## src/rtl/hazard_pkg.sv

```systemverilog
// Shared types and constants for the hazard/forwarding controller:
// stage descriptors, forward-select codes and give_op source codes.
package hazard_pkg;

  localparam int TW  = 2;
  localparam int OPW = 3;

  localparam logic [TW-1:0] TUSE_NONE = 2'd3;

  localparam logic [1:0] FWD_NONE = 2'd0;
  localparam logic [1:0] FWD_E    = 2'd1;
  localparam logic [1:0] FWD_M    = 2'd2;
  localparam logic [1:0] FWD_W    = 2'd3;

  localparam logic [OPW-1:0] GIVE_ALU = 3'd0;
  localparam logic [OPW-1:0] GIVE_DM  = 3'd1;
  localparam logic [OPW-1:0] GIVE_PC8 = 3'd2;
  localparam logic [OPW-1:0] GIVE_Z   = 3'd7;

  // How a shadow stage transforms tnew as a descriptor moves into it.
  localparam int TNEW_KEEP  = 0;
  localparam int TNEW_DEC   = 1;
  localparam int TNEW_CLEAR = 2;

  typedef struct packed {
    logic           wr_en;
    logic [4:0]     addr;
    logic [TW-1:0]  tnew;
    logic [OPW-1:0] give_op;
    logic [4:0]     rs;
    logic [4:0]     rt;
  } stage_desc_t;

  localparam stage_desc_t BUBBLE = '{wr_en: 1'b0, addr: 5'd0, tnew: '0,
                                     give_op: GIVE_Z, rs: 5'd0, rt: 5'd0};

  // $0 is hard-wired, so a write to it never produces a usable value.
  function automatic logic stage_hit(stage_desc_t s, logic [4:0] r);
    return s.wr_en && (s.addr == r) && (r != 5'd0);
  endfunction

  // Younger stage wins outright; a not-yet-ready winner yields no forward.
  function automatic logic [1:0] fwd_sel(stage_desc_t younger, logic [1:0] younger_code,
                                         stage_desc_t older, logic [1:0] older_code,
                                         logic [4:0] r);
    if (stage_hit(younger, r))
      return (younger.tnew == '0) ? younger_code : FWD_NONE;
    if (stage_hit(older, r))
      return (older.tnew == '0) ? older_code : FWD_NONE;
    return FWD_NONE;
  endfunction

endpackage

```

## src/rtl/hz_stage_reg.sv

```systemverilog
// One shadow pipeline stage: resets to a bubble, can be loaded with a bubble,
// and adjusts tnew on the way in according to TNEW_MODE.
module hz_stage_reg
  import hazard_pkg::*;
#(
  parameter int TNEW_MODE = TNEW_KEEP
) (
  input  logic        clk,
  input  logic        reset_n,
  input  logic        bubble,
  input  stage_desc_t d,
  output stage_desc_t q
);

  stage_desc_t q_reg;
  stage_desc_t q_next;

  always_comb begin
    q_next = d;
    case (TNEW_MODE)
      TNEW_DEC:   q_next.tnew = (d.tnew == '0) ? '0 : d.tnew - 1'b1;
      TNEW_CLEAR: q_next.tnew = '0;
      default:    ;
    endcase
    if (bubble)
      q_next = BUBBLE;
  end

  always_ff @(posedge clk or negedge reset_n) begin
    if (!reset_n)
      q_reg <= BUBBLE;
    else
      q_reg <= q_next;
  end

  assign q = q_reg;

endmodule

```

## src/rtl/hazard_ctrl.sv

```systemverilog
// Stall and forward-select generation for a five-stage MIPS pipeline, driven by
// write-back descriptors shadowed through E, M and W.
module hazard_ctrl
  import hazard_pkg::*;
(
  input  logic           clk,
  input  logic           reset_n,
  input  logic [4:0]     rs_D,
  input  logic [4:0]     rt_D,
  input  logic [TW-1:0]  tuse_rs_D,
  input  logic [TW-1:0]  tuse_rt_D,
  input  logic           wr_en_D,
  input  logic [4:0]     wr_addr_D,
  input  logic [TW-1:0]  tnew_D,
  input  logic [OPW-1:0] give_op_D,
  output logic           stall,
  output logic [1:0]     fwd_rs_D,
  output logic [1:0]     fwd_rt_D,
  output logic [1:0]     fwd_rs_E,
  output logic [1:0]     fwd_rt_E,
  output logic [1:0]     fwd_rt_M,
  output logic [OPW-1:0] give_op_E,
  output logic [OPW-1:0] give_op_M,
  output logic [OPW-1:0] give_op_W
);

  // stg[0] is the incoming D descriptor; stg[1..3] are the E, M, W shadows.
  stage_desc_t stg [0:3];
  stage_desc_t e_s;
  stage_desc_t m_s;
  stage_desc_t w_s;

  assign stg[0] = '{wr_en: wr_en_D, addr: wr_addr_D, tnew: tnew_D,
                    give_op: give_op_D, rs: rs_D, rt: rt_D};

  genvar gi;
  generate
    for (gi = 0; gi < 3; gi++) begin : g_stage
      hz_stage_reg #(
        .TNEW_MODE((gi == 0) ? TNEW_KEEP : ((gi == 1) ? TNEW_DEC : TNEW_CLEAR))
      ) u_stage (
        .clk    (clk),
        .reset_n(reset_n),
        .bubble ((gi == 0) ? stall : 1'b0),
        .d      (stg[gi]),
        .q      (stg[gi+1])
      );
    end
  endgenerate

  assign e_s = stg[1];
  assign m_s = stg[2];
  assign w_s = stg[3];

  always_comb begin
    stall = (stage_hit(e_s, rs_D) && (e_s.tnew > tuse_rs_D)) ||
            (stage_hit(e_s, rt_D) && (e_s.tnew > tuse_rt_D)) ||
            (stage_hit(m_s, rs_D) && (m_s.tnew > tuse_rs_D)) ||
            (stage_hit(m_s, rt_D) && (m_s.tnew > tuse_rt_D));

    // An E match blocks M/W even when E is not ready, so stale data is never picked.
    if (stage_hit(e_s, rs_D))
      fwd_rs_D = (e_s.tnew == '0) ? FWD_E : FWD_NONE;
    else
      fwd_rs_D = fwd_sel(m_s, FWD_M, w_s, FWD_W, rs_D);

    if (stage_hit(e_s, rt_D))
      fwd_rt_D = (e_s.tnew == '0) ? FWD_E : FWD_NONE;
    else
      fwd_rt_D = fwd_sel(m_s, FWD_M, w_s, FWD_W, rt_D);

    fwd_rs_E = fwd_sel(m_s, FWD_M, w_s, FWD_W, e_s.rs);
    fwd_rt_E = fwd_sel(m_s, FWD_M, w_s, FWD_W, e_s.rt);
    fwd_rt_M = stage_hit(w_s, m_s.rt) ? FWD_W : FWD_NONE;
  end

  assign give_op_E = e_s.give_op;
  assign give_op_M = m_s.give_op;
  assign give_op_W = w_s.give_op;

endmodule

```

## config.mk

```make
export PLATFORM = sky130hd
export DESIGN_NAME = hazard_ctrl
export DESIGN_NICKNAME = d
export VERILOG_FILES = /design/src/rtl/hazard_pkg.sv /design/src/rtl/hz_stage_reg.sv /design/src/rtl/hazard_ctrl.sv
export SDC_FILE = /design/constraint.sdc
export NUM_CORES = 1
export LEC_CHECK = 0
export CAP_MARGIN = 20
export CORE_AREA = 2 2 76 133
export DETAILED_ROUTE_END_ITERATION = 12
export DIE_AREA = 0 0 78 135
export MAX_ROUTING_LAYER = met4
export PLACE_DENSITY = 0.54
export SLEW_MARGIN = 10
export SYNTH_ARGS = -nofsm -noshare
export SYNTH_HDL_FRONTEND = slang
export SYNTH_SLANG_ARGS = --single-unit
```

## constraint.sdc

```tcl
create_clock -name clk -period 3.1 [get_ports clk]
set_input_delay 0.62 -clock clk [delete_from_list [all_inputs] [get_ports clk]]
set_output_delay 0.62 -clock clk [all_outputs]
set_load 0.02 [all_outputs]
```

==> flow_metrics.tcl <==
set metrics [dict create \
    p_comb_frac 0.178 \
    fin_area_mm2 0.00332 \
    cts_max_path_buffers 2 \
    gp_congestion 0.803 \
    cp.arrival_ns 2.40 \
    cpPeakStageDelay_ns 0.56 \
    min_period_over_period 0.974 \
    ant_nets 0 \
    synth_area_leaders "dfrtp_1, xnor2_1, dfstp_2" \
    crit_required_ns 2.48 \
    nets 316 \
    via_per_inst 4.26 \
    synth_cells 226 \
    clock_power_share 0.354 \
    synth_top_family_by_area "XOR/XNOR gates" \
    synth_top_cell_by_area "dfrtp_1" \
    globalRouteOverflowTotal 0 \
    grt_max_degree 47 \
    grt_setup_unrepaired "no" \
    grt_pass1_wl_um 9600 \
    fin_worst_skew_ns 0.00676 \
    setup_tns_ns 0 \
    route.detailed.drc 0 \
    finalSetupViolations 0 \
    worst_hold_slack_ns 0.197 \
    yosysUniqueCellTypes 32 \
    power_frac_seq 0.468 \
    max_cap_viol_count 0 \
    crit_type "input port to output port" \
    layout_commonest_cell "xnor2_1" \
    synthFlopType "dfrtp_1" \
    finalHoldViolations 0 \
    slew_headroom 0.651 \
    clk_pin_slew_ns 0.06 \
    cp-start-kind "input port" \
    powerDensity_mw_per_mm2 453 \
    finalMaxSlewViolations 0 \
    endpoint_kind "output port" \
    area_growth_pct 33.2 \
    p_leak_nw 1.36 \
    dr.first_iter.drc_count 31 \
    max_freq_ghz 0.331 \
    largest_reg_flops 46 \
    grt_pass1_vias 1840 \
    worstPathCellList "dlygate4sd2_1, or4_4, o211ai_1, buf_4, nor2_1, mux2_2, clkdlybuf4s15_2" \
    worstPathMaxFanout 3 \
    die_area_mm2 0.0105 \
    outcome "finished clean" \
    final_core_util 0.353 \
    final_cell_mix "xnor2_1, dfrtp_1, clkdlybuf4s50_1" \
    fin_ws_ns 0.0795 \
    hpwlAfterDp_um 4710 \
    p_sw_uw 389 \
    sw_frac_of_total 0.258 \
    synth.area.mux_share 0.00903 \
    async_reset_ff_frac 1.00 \
    yosysSeqAreaShare 0.466 \
    yosys.area_share.simple 0.158 \
    cts-buffers-inserted 5 \
    vias 1723 \
    avgSynthCellArea_um2 11.0 \
    synth_compound_area_frac 0.0667 \
    synth-edff-count 0 \
    cts.sinks 46 \
    core_mm2 0.00941 \
    port_buffers 46 \
    die_height_um 135 \
    intPower_mw 1.12 \
    syn_area_mm2 0.00249 \
    tightest_slew_ns 0.522 \
    drive_gt1_frac 0.220 \
    drtPass1Iterations 4 \
    syn-num-nets 261 \
    insertion_delay_ns 0.29 \
    synth_warnings 0 \
    ios 47 \
    yosysTopAreaCellShare 0.371 \
    place_ws_ns -0.779 \
    wl_um 6060 \
    multi_input_area_mm2 0.00117 \
    min_path_type "input port to async pin" \
    num_rows 47 \
    ctsRootBufferMaster "clkbuf_16" \
    diodes 0 \
    finalCriticalPeriod_ns 3.02 \
    cts_tree "done" \
    ys_ff_latch 46 \
    dieWidth_um 78 \
    routedWlPerCell_um 15.0 \
    synth_fa_ha_area_frac 0.0401 \
    antenna_found_initial 0 \
    synth_xor_area_frac 0.190 \
    critPathSlowestCell "or4_4" \
    grt.total_usage 0.128 \
    htree_levels 2 \
    n_fill_cell 974 \
    ir_worst_vdd_mv 0.256 \
    postPlaceCellArea_mm2 0.00313 \
    final-seq-area_mm2 0.00116 \
    initial_core_util 0.265 \
]
routing by layer:
| layer | vias up | share of wire | GRT usage |
|---|---|---|---|
| met5 | - | 0 | - |
| met4 | 0 | 0.036 | 0.0692 |
| met3 | 9 | 0.029 | 0.0180 |
| met2 | 37 | 0.60 | 0.242 |
| met1 | 829 | 0.34 | 0.121 |
| li1 | 848 | - | - |
Yosys cell counts, types with 3 or more instances:
cell type and n:
nand2b_1 3, nor3_1 6, nand2_1 4, nor4_1 5
inv_1 9, dfstp_2 9, o211ai_2 3, or2_2 3
clkbuf_1 11, buf_4 10, dfrtp_1 37, ha_1 8
a21oi_1 5, xnor2_1 39, nand4_1 7, and2_1 21
nor2_1 8, xor2_1 15
path summary, 6_finish.rpt:
| check | from | end | slack [ns] | cells past startpoint |
|---|---|---|---|---|
| max in group asynchronous | reset_n | g_stage[0].u_stage.q[11]$_DFF_PN1_ | 2.36 | 2 |
| hold / removal | reset_n | g_stage[0].u_stage.q[19]$_DFF_PN0_ | 0.20 | 1 |
| min in group clk | g_stage[1].u_stage.q[12]$_DFF_PN1_ | g_stage[2].u_stage.q[12]$_DFF_PN1_ | 0.36 | 0 |
| setup reg to reg | g_stage[1].u_stage.q[16]$_DFF_PN0_ | g_stage[0].u_stage.q[4]$_DFF_PN0_ | 1.04 | 7 |
| setup / recovery | rt_D[3] | fwd_rt_D[0] | 0.08 | 7 |
| hold reg to reg | g_stage[1].u_stage.q[12]$_DFF_PN1_ | g_stage[2].u_stage.q[12]$_DFF_PN1_ | 0.36 | 0 |
repair_timing:
item | 4_1_cts | 5_1_grt
hold endpoints to repair | 0 | 0
setup endpoints to repair | 5 | 7
hold buffers | 0 | 0
pin swaps | 6 | 5
buffers inserted | 2 | 0
gates resized for setup | 25 | 5
kinds of logic after synthesis:
family / count (synthesis)
AND/OR/NAND/NOR: 64
XOR/XNOR: 54
flip-flops: 46
buffers and inverters: 33
AO/OA/AOI/OAI: 19
adder cells (fa/ha/maj): 8
multiplexers: 2
power groups by stage:
stage	clock, mW	sequential [mW]	combinational (mW)
floorplan	0	0.681	0.177
global placement	0	0.716	0.262
detailed placement	0	0.718	0.265
CTS	0.551	0.707	0.269
global route	0.572	0.711	0.298
finish	0.533	0.705	0.268
final cells by class:
cell class,count,area share
Clock buffer,7,0.0429
Tap cell,122,0.0460
Sequential cell,46,0.350
Clock inverter,1,0.00151
Multi-Input combinational cell,147,0.353
Inverter,9,0.0102
Timing Repair Buffer,72,0.196
critical path, delay by kind of cell:
family          cells  cell delay, ns
compound gates      1            0.25
buf+inv             3            0.67
mux                 1            0.26
simple gates        2            0.60
per-stage QoR:
| stage | total power [mW] | instances |
|---|---|---|
| floorplan | 0.859 | 226 |
| CTS | 1.53 | 403 |
| detailed placement | 0.983 | 393 |
| finish | 1.51 | 404 |
| global placement | 0.978 | 393 |
| global route | 1.58 | 404 |
Note: power is estimated with default switching activity, not from simulation.
